File: src/rtl/dmem_arb_pkg.sv
// Shared types and defaults for the data-memory arbiter.
// Build option: define DMEM_ARB_RR_EN for round-robin IDLE contention (default: p0 priority).
package dmem_arb_pkg;

    typedef enum logic {
        IDLE  = 1'b0,
        LOCK1 = 1'b1
    } state_e;

    typedef logic port_id_t;

    localparam port_id_t PORT0 = 1'b0;
    localparam port_id_t PORT1 = 1'b1;

    localparam int DEF_ADDR_W = 9;
    localparam int DEF_DATA_W = 32;

endpackage

File: src/rtl/dmem_arb_pick.sv
// IDLE-state winner selection: the port that was not granted last wins contention.
// The fixed-priority build (DMEM_ARB_RR_EN undefined) feeds a constant PORT1 so p0 always wins.
module dmem_arb_pick
    import dmem_arb_pkg::*;
(
    input  logic     p0_req_i,
    input  logic     p1_req_i,
    input  port_id_t last_i,
    output logic     p0_win_o,
    output logic     p1_win_o
);

    always_comb begin
        p0_win_o = p0_req_i & (~p1_req_i | (last_i == PORT1));
        p1_win_o = p1_req_i & (~p0_req_i | (last_i == PORT0));
    end

endmodule

File: src/rtl/dmem_arbiter.sv
// Two-port data-memory arbiter: core (p0) vs debug/loader (p1) with bounded p1 lock bursts.
// Build option: define DMEM_ARB_RR_EN for round-robin IDLE contention (default: p0 priority).
module dmem_arbiter
    import dmem_arb_pkg::*;
#(
    parameter int ADDR_W    = DEF_ADDR_W,
    parameter int DATA_W    = DEF_DATA_W,
    parameter int MAX_BURST = 8
) (
    input  logic              clk,
    input  logic              reset,
    input  logic              p0_req,
    input  logic              p0_we,
    input  logic [ADDR_W-1:0] p0_addr,
    input  logic [DATA_W-1:0] p0_wdata,
    input  logic              p1_req,
    input  logic              p1_we,
    input  logic              p1_lock,
    input  logic [ADDR_W-1:0] p1_addr,
    input  logic [DATA_W-1:0] p1_wdata,
    output logic              p0_gnt,
    output logic              p1_gnt,
    output logic              p0_rvalid,
    output logic              p1_rvalid,
    output logic [DATA_W-1:0] rdata,
    output logic              core_stall,
    output logic              mem_en,
    output logic              mem_we,
    output logic [ADDR_W-1:0] mem_addr,
    output logic [DATA_W-1:0] mem_wdata,
    input  logic [DATA_W-1:0] mem_rdata
);

    localparam int                CNT_W   = $clog2(MAX_BURST + 1);
    localparam logic [CNT_W-1:0]  CNT_MAX = CNT_W'(MAX_BURST);

    state_e           state_q, state_d;
    logic [CNT_W-1:0] cnt_q, cnt_d;
    logic             rvalid_q;
    port_id_t         owner_q;
    port_id_t         rr_last;
    logic             pick0, pick1;
    logic             read_fire;

`ifdef DMEM_ARB_RR_EN
    port_id_t last_q, last_d;

    always_comb begin
        last_d = last_q;
        if (p1_gnt)      last_d = PORT1;
        else if (p0_gnt) last_d = PORT0;
    end

    always_ff @(posedge clk or negedge reset) begin
        if (!reset) last_q <= PORT1;
        else        last_q <= last_d;
    end

    assign rr_last = last_q;
`else
    assign rr_last = PORT1;
`endif

    dmem_arb_pick u_pick (
        .p0_req_i (p0_req),
        .p1_req_i (p1_req),
        .last_i   (rr_last),
        .p0_win_o (pick0),
        .p1_win_o (pick1)
    );

    always_comb begin
        state_d = state_q;
        cnt_d   = cnt_q;
        p0_gnt  = 1'b0;
        p1_gnt  = 1'b0;
        case (state_q)
            IDLE: begin
                p0_gnt = pick0;
                p1_gnt = pick1;
                if (pick1 && p1_lock) begin
                    state_d = LOCK1;
                    cnt_d   = CNT_W'(1);
                end
            end
            LOCK1: begin
                if (!p1_req || !p1_lock) begin
                    // Lock released: this cycle is arbitrated exactly as in IDLE.
                    state_d = IDLE;
                    cnt_d   = '0;
                    p0_gnt  = pick0;
                    p1_gnt  = pick1;
                end else if (cnt_q == CNT_MAX && p0_req) begin
                    p0_gnt = 1'b1;
                    cnt_d  = '0;
                end else begin
                    p1_gnt = 1'b1;
                    if (cnt_q != CNT_MAX) cnt_d = cnt_q + CNT_W'(1);
                end
            end
            default: state_d = IDLE;
        endcase
    end

    always_comb begin
        mem_we    = 1'b0;
        mem_addr  = '0;
        mem_wdata = '0;
        if (p0_gnt) begin
            mem_we    = p0_we;
            mem_addr  = p0_addr;
            mem_wdata = p0_wdata;
        end else if (p1_gnt) begin
            mem_we    = p1_we;
            mem_addr  = p1_addr;
            mem_wdata = p1_wdata;
        end
    end

    assign mem_en     = p0_gnt | p1_gnt;
    assign read_fire  = mem_en & ~mem_we;
    assign core_stall = p0_req & ~p0_gnt;

    always_ff @(posedge clk or negedge reset) begin
        if (!reset) begin
            state_q  <= IDLE;
            cnt_q    <= '0;
            rvalid_q <= 1'b0;
            owner_q  <= PORT0;
        end else begin
            state_q  <= state_d;
            cnt_q    <= cnt_d;
            rvalid_q <= read_fire;
            if (read_fire) owner_q <= p1_gnt;
        end
    end

    // A single valid bit plus owner steers the returning word to exactly one port.
    assign p0_rvalid = rvalid_q & (owner_q == PORT0);
    assign p1_rvalid = rvalid_q & (owner_q == PORT1);
    assign rdata     = mem_rdata;

endmodule

File: config.mk
export PLATFORM = sky130hd
export DESIGN_NAME = dmem_arbiter
export DESIGN_NICKNAME = d
export VERILOG_FILES = /design/src/rtl/dmem_arb_pkg.sv /design/src/rtl/dmem_arb_pick.sv /design/src/rtl/dmem_arbiter.sv
export SDC_FILE = /design/constraint.sdc
export NUM_CORES = 1
export LEC_CHECK = 0
export ABC_AREA = 1
export CORE_ASPECT_RATIO = 0.75
export CORE_MARGIN = 3
export CORE_UTILIZATION = 26
export CTS_BUF_LIST = sky130_fd_sc_hd__clkbuf_16
export DETAILED_ROUTE_END_ITERATION = 6
export GPL_TIMING_DRIVEN = 0
export MAX_ROUTING_LAYER = met4
export PLACE_DENSITY = 0.85
export RECOVER_POWER = 50
export SYNTH_ARGS = -nofsm -noshare
export SYNTH_HDL_FRONTEND = slang
export SYNTH_HIERARCHICAL = 1
export SYNTH_SLANG_ARGS = --single-unit
File: constraint.sdc
create_clock -name clk -period 3.4 [get_ports clk]
set_input_delay 0.34 -clock clk [delete_from_list [all_inputs] [get_ports clk]]
set_output_delay 0.34 -clock clk [all_outputs]
set_load 0.01 [all_outputs]
# Word-level counts from Yosys, hierarchy flattened
# Cells that the tools add are included.
# W data, S select, Z words.
dict set report classes {
  n_addsub 1
  eq_ne 4
  muxes 20
  n_bitwise 11
  reduce_logical 6
}
# operator n
set op_table {}
lappend op_table {{$mux W32} 2}
lappend op_table {{$mux W9} 2}
lappend op_table {{$mux W4} 4}
lappend op_table {{$mux W1} 8}
lappend op_table {{$pmux W4 S2} 1}
lappend op_table {{$pmux W1 S2} 3}
lappend op_table {{$and A1 B1 Y1} 5}
lappend op_table {{$not A1 Y1} 5}
lappend op_table {{$add A4 B1 Y4 const B} 1}
lappend op_table {{$eq A4 B4 Y1 const B} 1}
lappend op_table {{$ne A4 B1 Y1 const B} 1}
lappend op_table {{$ne A4 B4 Y1 const B} 1}
lappend op_table {{$logic_and A1 B1 Y1} 2}
lappend op_table {{$logic_not A1 Y1} 2}
lappend op_table {{$ne A2 B2 Y1 const B} 1}
lappend op_table {{$reduce_and A2 Y1} 1}
lappend op_table {{$logic_or A1 B1 Y1} 1}
lappend op_table {{$or A1 B1 Y1} 1}
dict set report word_totals {
  ff_bits 7
  input_bits 121
  output_inout_bits 80
  elab_cells 46
}

# Longest topological paths before layout
# Gate-level depths: netlist (run 1).
dict set report depth {
  depth_word 9
  ltp_mapped 10
  depth_no_buf 10
}

# Modules after synthesis
# Netlist (run 1), hierarchy kept.
# module n_inst cells_each area_per_inst_um2 seq_area_each_um2
set by_module_without_submodules {}
lappend by_module_without_submodules {dmem_arbiter 1 234 1392.6 175.2}
lappend by_module_without_submodules {dmem_arb_pick 1 4 27.5 0.0}

# Worst setup path after synthesis (run 1)
# Ideal clock, no wire load.
dict set report synth_timing {
  path_type {reg-to-output}
  from {register cnt_q[0]}
  to {output port mem_addr[0]}
  arrival_ps 1354
  required_ps 3060
  slack_ps 1706
  stages_incl_launch_ff 10
  n_path_buf 1
  cell_sequence {dfrtp_1 -> inv_1 -> ha_1 -> nand4_1 -> nand2_4 -> nand2_8 -> inv_6 -> buf_6 -> nand2_1 -> nand2_1}
}
dict set report synth_between {
  elab_cells_between_ends 10
  classes_between {eq/ne: 1; mux: 8; reduce/logical: 1}
}
# element line_no
set synth_rtl {}
lappend synth_rtl {{start: declaration} dmem_arbiter.sv:38} ;# logic [CNT_W-1:0] cnt_q, cnt_d;
lappend synth_rtl {{start signal: assignment} dmem_arbiter.sv:132} ;# cnt_q <= cnt_d;
lappend synth_rtl {{$eq A4 B4 Y1} dmem_arbiter.sv:93} ;# end else if (cnt_q == CNT_MAX && p0_req) begin
lappend synth_rtl {{$logic_and A1 B1 Y1} dmem_arbiter.sv:93}
lappend synth_rtl {{$mux W1} dmem_arbiter.sv:93}
lappend synth_rtl {{$mux W1} dmem_arbiter.sv:87} ;# if (!p1_req || !p1_lock) begin
lappend synth_rtl {{$pmux W1 S2} dmem_arbiter.sv:77} ;# case (state_q)
lappend synth_rtl {{via p0_gnt} dmem_arbiter.sv:21} ;# output logic p0_gnt,
lappend synth_rtl {{$mux W9} dmem_arbiter.sv:109} ;# if (p0_gnt) begin
lappend synth_rtl {{end: declaration} dmem_arbiter.sv:29} ;# output logic [ADDR_W-1:0] mem_addr,
# The timed path passes the listed nets, and every way through them passes these cells.

# Final worst setup path (run 1)
dict set report layout_timing {
  from {input port p1_req}
  to {output port mem_wdata[23]}
}
dict set report layout_between {
  elab_cells_between_ends 9
  classes_between {mux: 6; bitwise: 1; reduce/logical: 2}
}
# element line_no
set layout_rtl {}
lappend layout_rtl {{start: declaration} dmem_arbiter.sv:16} ;# input logic p1_req,
lappend layout_rtl {{$and A1 B1 Y1 (*)} dmem_arb_pick.sv:15} ;# p1_win_o = p1_req_i & (~p0_req_i | (last_i == PORT0));
lappend layout_rtl {{via pick1} dmem_arbiter.sv:42} ;# logic pick0, pick1;
lappend layout_rtl {{$mux W1} dmem_arbiter.sv:87}
lappend layout_rtl {{$pmux W1 S2 (*)} dmem_arbiter.sv:77}
lappend layout_rtl {{$mux W32 (*)} dmem_arbiter.sv:113} ;# end else if (p1_gnt) begin
lappend layout_rtl {{$mux W32 (*)} dmem_arbiter.sv:109}
lappend layout_rtl {{end: declaration} dmem_arbiter.sv:30} ;# output logic [DATA_W-1:0] mem_wdata,
# Mark *: on every way through the listed nets, which the timed path passes. The rest lies on a longest branch.

==> results by group, run 1 <==
Yosys
  • Cells after synthesis: 238
  • Post-synthesis average cell area: 5.97 um^2
  • Dominant cell type by area after synthesis: sky130_fd_sc_hd__nand2_1
  • Distinct cells, synth: 27
  • Count of yosys warnings during synthesis: 6
  • Post-synth EDFFs: 0
  • Cell types with the largest area share after synthesis: sky130_fd_sc_hd__nand2_1 25%, sky130_fd_sc_hd__buf_4 19%, sky130_fd_sc_hd__nand3_1 16%
  • Primary flip-flop cell chosen by synthesis mapping: sky130_fd_sc_hd__dfrtp_1
  • Summed instance area of the synthesized netlist: 1420 um^2
  • Top-area cell type share of the netlist area: 25.1%
  • Flops & latches, synth: 7
  • Synth async-reset ratio: 100%
  • Sequential share of the synthesized area: 12.3%

Power
  • Maximum resistive drop on vdd: 0.000159 V
  • Leakage Power: 1.56 nW
  • Cell area power density: 356 nW/um^2
  • Post-layout total power: 1.16 mW

Global route
  • Number of antenna violations at the first check in global routing: 0
  • Overflow left after global routing: 0
  • First-pass GRT wire length: 10,100 um
  • Global routing usage summed across all routing layers: 19.6%
  • Vias in the first global route: 2,152
  • Maximum number of pins on one net before global-route repair: 11

Timing
  • Share of the clock period used by the worst path: 80.4%
  • Final Critical Period: 2.73 ns
  • Final TNS setup: 0 ns
  • Setup Skew: 0.000417 ns
  • Final setup violating endpoints: 0
  • F_max: 0.366 GHz
  • Final Hold Violating Endpoints: 0
  • Relative slew slack: 64.6%
  • Actual transition at the worst max-transition pin: 0.525 ns
  • Number of pins exceeding their max-slew limit in the final report: 0
  • RSZ-0062 raised after global routing: false
  • Worst Hold Margin: 0.460 ns

Floorplan
  • Vert. Die Dim: 70.0 um
  • Die footprint: 6390 um^2
  • Number of cell rows: 22
  • Number of top-level design ports: 201
  • Die width: 91.3 um
  • Core region area: 5090 um^2
  • Starting density of the core: 27.9%

Setup path
  • Critical Path Fanout Max: 10
  • Critical Path Sink Type: output pin
  • Critical path required time: 3.06 ns
  • Critical Path Start Type: input pin
  • Kind of critical path: in2out
  • Critical Path AT: 2.39 ns

Clocking
  • CTS tree: yes
  • CTS Root Buffer Type: sky130_fd_sc_hd__clkbuf_16
  • Worst-Skew Late Latency: 0.23 ns
  • Number of clock sinks: 7
  • Max Root-Sink Buffers: 2
  • Setup fix buffers added after clock tree synthesis: 0
  • Number of gates given a new drive strength after cts: 0
  • Clk slew on worst S/H paths: 0.04 ns
  • Total clock buffers created by CTS: 3
  • Post-cts hold buffer count: 0
  • H-Tree Level Count: 1

Drt
  • Number of nets with antenna violations after detailed routing: 0
  • Total routed wirelength: 6350 um
  • Via-per-instance ratio: 4.38
  • Initial drt markers: 80
  • DRC Markers: 0
  • Vias after detailed routing: 2,116
  • Number of iterations in the first detailed-routing pass: 4
  • Wirelength per Cell: 13.1 um

Cells and area
  • Cell Count, Final, Fillers Out: 483
  • Most common cell after layout, fill and taps aside: sky130_fd_sc_hd__clkdlybuf4s50_1
  • Final design area excluding fillers: 3260 um^2
  • Diodes inserted: 0
  • Count of filler cells inserted in the layout: 447
  • Net total in the final layout: 535
  • Commonest cells after routing, fill and taps aside: 132 x sky130_fd_sc_hd__clkdlybuf4s50_1, 95 x sky130_fd_sc_hd__nand2_1, 46 x sky130_fd_sc_hd__nand3_1
  • Synthesis-to-layout area growth: 130%
  • Share of layout cells above drive strength 1: 15.1%

Placed design
  • Routability Congestion: 0.825
  • Post-DP HPWL: 5530 um
  • Instance area after placement: 3200 um^2
  • Number of port buffers: 168
  • Number of instances in the placed design: 479

Job
  • Max Cap Viol: 0

Hold path
  • HP Class: in2async

Outcome
  • Result of the run: finished, final reports clean
## Yosys cell counts, types with 2 or more instances
cell type                 instances
sky130_fd_sc_hd__inv_1           12
sky130_fd_sc_hd__inv_2            3
sky130_fd_sc_hd__a21oi_1          2
sky130_fd_sc_hd__dfrtp_1          7
sky130_fd_sc_hd__buf_4           36
sky130_fd_sc_hd__nand2_1         95
sky130_fd_sc_hd__ha_1             2
sky130_fd_sc_hd__nand3_2          3
sky130_fd_sc_hd__nand3_1         45
sky130_fd_sc_hd__nor2_1           4
sky130_fd_sc_hd__buf_6            8
sky130_fd_sc_hd__nand4_1          2
sky130_fd_sc_hd__nand2_4          2
sky130_fd_sc_hd__nand2_2          4
## metal layers
| layer | routed length [um] | share of wire, % | track usage, % | up-vias |
|---|---|---|---|---|
| li1 | - | - | - | 1062 |
| met1 | 2570 | 41 | 22.1 | 934 |
| met2 | 3200 | 50 | 36.1 | 114 |
| met3 | 488 | 7.7 | 3.34 | 6 |
| met4 | 83 | 1.3 | 4.52 | 0 |
| met5 | 0 | 0 | - | - |
## per-stage QoR
stage	util, %	setup slack, ns
after detailed placement	62.8	0.736
after global placement	62.8	0.782
after global routing	64.1	0.443
after floorplan	-	1.71
final	64.1	0.666
after CTS	64.3	0.734
## area by class of cell
type | instances | area [um^2] | area share (%)
plain buffers | 44 | 360 | 11.0
inverters | 17 | 68.8 | 2.11
multi-input cells | 171 | 807 | 24.7
well taps | 72 | 90.1 | 2.76
flip-flops and latches | 7 | 175 | 5.37
clock inverters | 1 | 3.75 | 0.115
repair buffers | 168 | 1680 | 51.6
clock buffers | 3 | 75.1 | 2.30
## worst max-delay path: stages
cell	delay, ns
sky130_fd_sc_hd__dlygate4sd3_1	0.60
sky130_fd_sc_hd__a21boi_0	0.27
sky130_fd_sc_hd__nand2_1	0.15
sky130_fd_sc_hd__nand2_4	0.16
sky130_fd_sc_hd__buf_6	0.16
sky130_fd_sc_hd__nand3_1	0.08
sky130_fd_sc_hd__nand2_1	0.09
sky130_fd_sc_hd__clkdlybuf4s50_1	0.54
## power breakdown
group / switching (mW) / total (mW) / internal, mW
sequential: 0.0225 / 0.130 / 0.108
clock: 0.0468 / 0.200 / 0.153
combinational: 0.380 / 0.831 / 0.451
## cells by family (layout without fill, tap and decap cells)
logic type | count (synthesis) | after routing | synth area share, %
DFF | 7 | 7 | 12.3
buffers and inverters | 61 | 233 | 30.2
and+or+nand+nor | 158 | 158 | 51.0
adders and majority gates | 2 | 2 | 1.76
other | 1 | 2 | 0.264
AOI/OAI and AO/OA | 9 | 9 | 4.41
## sequential cells by signal, summed over array words and instances, names as in the netlist
| register | count |
|---|---|
| rvalid_q | 1 |
| cnt_q | 4 |
| owner_q | 1 |
| state_q | 1 |
## final timing paths
check / slack, ns / startpoint / to / depth (start not counted)
worst max register to register: 1.57 / cnt_q[0] / cnt_q[2] / 9
min in group clk: 0.50 / owner_q / owner_q / 2
max in group asynchronous: 2.68 / reset / rvalid_q / 1
worst max-delay path: 0.67 / p1_req / mem_wdata[23] / 8
worst min register to register: 0.50 / owner_q / owner_q / 2
worst min-delay path: 0.46 / reset / cnt_q[3] / 1
No activity file was read; power rests on OpenSTA's default activity.
==> inputs of run 2 (changes only) <==
CORE_UTILIZATION = 25   (was 26)
PLACE_DENSITY = 0.82   (was 0.85)
clock period = 2.7 ns   (was 3.4 ns; I/O delays follow)
==> run 2 against run 1 <==
First-iteration DRC count decreased by 53%. Register-to-register slack worse by 0.68 ns. Critical path type is now reg2out. Flip-flop and latch count is the same.
==> results by group, run 2 (synthesis results as in run 1) <==
Outcome
  • Result of the run: finished, final reports clean

Placed design
  • Number of port buffers: 168 (unchanged)
  • Post-DP HPWL: 5480 um (-0.88%)
  • Number of instances in the placed design: 482 (+0.63%)
  • Routability Congestion: 0.873 (+5.8%)
  • Instance area after placement: 3200 um^2 (+0.12%)

Job
  • Max Cap Viol: 0 (unchanged)

Cells and area
  • Reg with most FFs: cnt_q
  • Synthesis-to-layout area growth: 131%
  • Share of layout cells above drive strength 1: 15.6% (+0.49 points)
  • Count of filler cells inserted in the layout: 510 (+14%)
  • Final design area excluding fillers: 3270 um^2 (+0.38%)
  • Commonest cells after routing, fill and taps aside: 133 x sky130_fd_sc_hd__clkdlybuf4s50_1, 95 x sky130_fd_sc_hd__nand2_1, 45 x sky130_fd_sc_hd__nand3_1
  • Diodes inserted: 0 (unchanged)
  • Number of flip-flops in the largest register: 4 (unchanged)
  • Cell Count, Final, Fillers Out: 486 (+0.62%)
  • Net total in the final layout: 535 (unchanged)
  • Most common cell after layout, fill and taps aside: sky130_fd_sc_hd__clkdlybuf4s50_1

Drt
  • DRC Markers: 0 (unchanged)
  • Wirelength per Cell: 13.1 um (-0.40%)
  • Total routed wirelength: 6360 um (+0.22%)
  • Vias after detailed routing: 2,095 (-0.99%)
  • Number of nets with antenna violations after detailed routing: 0 (unchanged)
  • Via-per-instance ratio: 4.31 (-1.6%)
  • Initial drt markers: 38 (-53%)
  • Number of iterations in the first detailed-routing pass: 4 (unchanged)

Clocking
  • Total clock buffers created by CTS: 3 (unchanged)
  • CTS tree: yes
  • CTS Root Buffer Type: sky130_fd_sc_hd__clkbuf_16
  • Number of clock sinks: 7 (unchanged)
  • Post-cts hold buffer count: 0 (unchanged)
  • Max Root-Sink Buffers: 2 (unchanged)
  • Clk slew on worst S/H paths: 0.04 ns (about the same)
  • Setup fix buffers added after clock tree synthesis: 0 (unchanged)
  • Worst-Skew Late Latency: 0.23 ns (about the same)
  • Number of gates given a new drive strength after cts: 0 (unchanged)
  • H-Tree Level Count: 1 (unchanged)

Timing
  • Final Hold Violating Endpoints: 0 (unchanged)
  • Number of pins exceeding their max-slew limit in the final report: 0 (unchanged)
  • Worst Hold Margin: 0.392 ns (-0.0682 ns)
  • Setup Skew: 0.000506 ns (+0.0000893 ns)
  • RSZ-0062 raised after global routing: false
  • Final Critical Period: 2.55 ns
  • Final setup violating endpoints: 0 (unchanged)
  • Share of the clock period used by the worst path: 94.3%
  • F_max: 0.393 GHz
  • Final TNS setup: 0 ns (unchanged)

Power
  • Leakage Power: 1.56 nW (+0.11%)
  • Post-layout total power: 1.47 mW (+26%)
  • Maximum resistive drop on vdd: 0.000201 V (+26%)
  • Cell area power density: 449 nW/um^2 (+26%)

Global route
  • Maximum number of pins on one net before global-route repair: 11 (unchanged)
  • Vias in the first global route: 2,055 (-4.5%)
  • Global routing usage summed across all routing layers: 17.9% (-1.6 points)
  • Overflow left after global routing: 0 (unchanged)
  • Number of antenna violations at the first check in global routing: 0 (unchanged)
  • First-pass GRT wire length: 9340 um (-7.2%)

Floorplan
  • Die footprint: 6630 um^2 (+3.7%)
  • Core region area: 5410 um^2 (+6.2%)
  • Number of cell rows: 23 (+4.5%)
  • Number of top-level design ports: 201 (unchanged)
  • Vert. Die Dim: 71.3 um (+1.8%)
  • Die width: 93.0 um (+1.9%)
  • Starting density of the core: 26.2% (-1.6 points)

Setup path
  • Critical Path Sink Type: output pin
  • Critical Path Start Type: flip-flop
  • Critical path required time: 2.43 ns (-0.63 ns)
  • Kind of critical path: reg2out
  • Critical Path AT: 2.28 ns (-0.11 ns)
  • Critical Path Fanout Max: 10 (unchanged)

Hold path
  • HP Class: in2async
==> run 2: worst max-delay path, stage by stage, from the launching register on <==
cell and delay [ns]:
sky130_fd_sc_hd__dfrtp_1 0.41, sky130_fd_sc_hd__inv_1 0.10, sky130_fd_sc_hd__ha_1 0.18, sky130_fd_sc_hd__nand4_1 0.17
sky130_fd_sc_hd__nand2_4 0.16, sky130_fd_sc_hd__nand2_8 0.09, sky130_fd_sc_hd__inv_6 0.10, sky130_fd_sc_hd__buf_6 0.14
sky130_fd_sc_hd__nand2_1 0.05, sky130_fd_sc_hd__nand2_1 0.08, sky130_fd_sc_hd__clkdlybuf4s50_1 0.55
==> run 2: area by class of cell <==
type | instances | area (um^2) | share of cell area [%]
clock inverters | 1 | 3.75 | 0.115
repair buffers | 168 | 1680 | 51.4
well taps | 75 | 93.8 | 2.87
clock buffers | 3 | 75.1 | 2.29
inverters | 17 | 68.8 | 2.10
multi-input cells | 171 | 816 | 24.9
flip-flops and latches | 7 | 175 | 5.35
plain buffers | 44 | 360 | 11.0
==> run 2: final timing paths <==
kind,slack (ns),depth (start not counted),to,startpoint
setup reg to reg,0.89,9,cnt_q[2],cnt_q[0]
hold reg to reg,0.50,2,owner_q,owner_q
setup / recovery,0.15,10,mem_wdata[18],cnt_q[0]
min in group clk,0.50,2,owner_q,owner_q
max in group asynchronous,2.04,1,owner_q,reset
hold / removal,0.39,1,state_q,reset
==> run 2: power by group <==
part | internal (mW) | leakage, nW | switching, mW
clock | 0.193 | 0.0423 | 0.0582
sequential | 0.135 | 0.0894 | 0.0297
combinational | 0.570 | 1.43 | 0.483
total | 0.899 | 1.56 | 0.570
==> run 2: metal layers <==
metal	track usage [%]	vias to the layer above	wire length [um]
met5	-	-	0
met4	5.53	0	95
met3	3.57	10	587
met2	32.6	116	3200
met1	19.8	903	2470
li1	-	1066	-
==> run 2: through the flow <==
step                setup WS, ns  utilization (%)
global route              0.0405             60.5
finish                     0.155             60.5
CTS                        0.147             60.6
global placement           0.241             59.1
detailed placement         0.215             59.1
floorplan                   1.08                -
==> inputs of run 3 (changes only) <==
SKIP_LAST_GASP = 1   (was unset)
==> results of run 3 <==
The final DEF is identical to that of run 2; final timing and power are the same.
==> RTL change, RTL diff (flow settings as in run 1) <==
Build with the macro `DMEM_ARB_RR_EN` defined.
--- a/src/rtl/dmem_arbiter.sv
+++ b/src/rtl/dmem_arbiter.sv
@@ -1,5 +1,7 @@
 // Two-port data-memory arbiter: core (p0) vs debug/loader (p1) with bounded p1 lock bursts.
 // Build option: define DMEM_ARB_RR_EN for round-robin IDLE contention (default: p0 priority).
+`define DMEM_ARB_RR_EN
+
 module dmem_arbiter
     import dmem_arb_pkg::*;
 #(
Behaviour: not the same (a bounded check fails within 4 cycles, from zero or initial values and one cycle with reset low).
==> RTL change against run 1 <==
  * Global-route usage increased by 0.56 points
  * Worst setup slack got worse by 0.14 ns
  * Largest power group unchanged
  * Total power increased by 14%
  * Routed wire length increased by 0.98%
  * Synthesized cell count decreased by 0.42%
  * Clock skew increased by 0.0013 ns
  * Via count decreased by 2.8%
  * Design area decreased by 0.42%
  * Synthesized area decreased by 0.35%
  * Sequential cell count increased by 1
  * Highest routed layer unchanged
==> RTL change: results (changes against run 1) <==
- Top_reg_cell synth: dfrtp_1
- CTS root buf: clkbuf_16
- Number of DRC markers in iteration 0: 54 (-33%)
- Vias per cell: 4.28 (-2.4%)
- Antenna cell count: 0 (unchanged)
- Htree depth: 1 (unchanged)
- Synthesized area per cell: 5.97 um^2 (about the same)
- Leading post-synthesis cells by instance count: 90 x nand2_1, 50 x nand3_1, 37 x buf_4
- Synthesized Nets: 360
- Data arrival time at the worst-slack endpoint: 2.54 ns (+0.15 ns)
- Most flops, register: cnt_q
- First-pass GRT wire length: 10300 um (+2.3%)
- Ys Warns: 6 (unchanged)
- Leak Pwr: 1.55 nW (about the same)
- Max incr delay on CP: 0.64 ns (+0.04 ns)
- Area contributors post-synth: nand2_1 24%, buf_4 20%, nand3_1 18%, dfrtp_1 12%, buf_6 3.2%
- Status: finished, final reports clean
- Register area share after synthesis: 0.142 (+0.0190)
- Clock Pin Slew Worst Setup and Hold Paths: 0.04 ns (about the same)
- CP Max Fanout: 10 (unchanged)
- Worst slew margin: 0.721 (+0.0749)
- Clock Path Buffers: 2 (unchanged)
- Routed Antenna Nets: 0 (unchanged)
- Setup TNS: 0 ns (unchanged)
- Peak supply drop: 185 uV (+16%)
- Clock insertion delay at the later pin of the skew report: 0.24 ns
- Gr usage total: 0.201 (+0.00562)
- Number of global-route vias before repair: 2108 (-2.0%)
- Layout cells sized above 1: 0.149 (-0.00171)
- Largest net degree at the start of global routing: 11 (unchanged)
- Postcts setup bufs: 0 (unchanged)
- Initial antenna violation count: 0 (unchanged)
- Final HPWL DP: 5480 um (-0.81%)
- GPL Wtd Cong: 0.873 (+5.9%)
- Final Max Tran Viols: 0 (unchanged)
- IO buf count: 168 (unchanged)
- Nets: 533 (-0.37%)
- Fin cells: 481 (-0.41%)
- DRT Wirelength: 6410 um (+0.98%)
- HP Class: primary input to asynchronous set/reset pin
- CP max-delay cell: dlygate4sd3_1
- Synth cell types: 25 (-7.4%)
- Num CTS Buffers: 3 (unchanged)
- Largest register FFs: 4 (unchanged)
- Clock skew: 0.00168 ns (+0.00126 ns)
- Async set-or-reset flop fraction in the synthesized netlist: 1.00 (unchanged)
[RTL change: cell type report]
type,instances,area [um^2]
fillers,446,1820
repair buffers,168,1680
multi-input cells,170,800
plain buffers,44,338
flip-flops and latches,8,201
well taps,72,90.1
clock buffers,3,75.1
inverters,15,58.8
clock inverters,1,3.75
[RTL change: through the flow]
| step | util | hold WS [ns] | setup slack (ns) | total power [mW] | instance area, um^2 |
|---|---|---|---|---|---|
| global route | 0.641 | 0.489 | 0.352 | 1.44 | 3250 |
| finish | 0.641 | 0.454 | 0.522 | 1.33 | 3250 |
| floorplan | - | 0.0444 | 1.69 | 0.630 | 1420 |
| detailed placement | 0.629 | 0.490 | 0.718 | 1.15 | 3190 |
| global placement | 0.629 | 0.486 | 0.743 | 1.13 | 3190 |
| CTS | 0.645 | 0.395 | 0.694 | 1.36 | 3270 |
[RTL change: path summary, 6_finish.rpt]
check | from | endpoint | slack, ns | depth (start not counted)
max | p0_req | mem_wdata[3] | 0.52 | 9
min reg2reg | owner_q | owner_q | 0.50 | 2
min in group clk | owner_q | owner_q | 0.50 | 2
max in group asynchronous | reset | last_q | 2.64 | 1
max reg2reg | cnt_q[0] | owner_q | 1.69 | 9
min | reset | state_q | 0.45 | 1
[RTL change: critical path, delay by kind of cell]
family	cells	cell delay [ns]
buffers and inverters	4	1.47
and+or+nand+nor	5	0.71
[RTL change: metal layers]
layer	vias to the layer above	part of all wire	global-route usage
met5	-	0	-
met3	10	0.078	0.0431
met4	0	0.017	0.0435
met2	110	0.50	0.356
met1	870	0.41	0.236
li1	1067	-	-
[RTL change: report_power, final]
group	leakage (nW)	internal [mW]	switching (mW)
Combinational	1.41	0.518	0.449
Clock	0.0423	0.154	0.0507
Sequential	0.0989	0.128	0.0277
[RTL change: kinds of logic (layout without fill, tap and decap cells)]
| logic type | after synthesis | count (layout) | share of synthesized area |
|---|---|---|---|
| buffers and inverters | 59 | 231 | 0.280 |
| and+or+nand+nor | 157 | 157 | 0.508 |
| DFF | 8 | 8 | 0.142 |
| adders and majority gates | 2 | 2 | 0.0177 |
| xor gates and xnor gates | 2 | 2 | 0.0124 |
| AOI/OAI and AO/OA | 9 | 9 | 0.0398 |
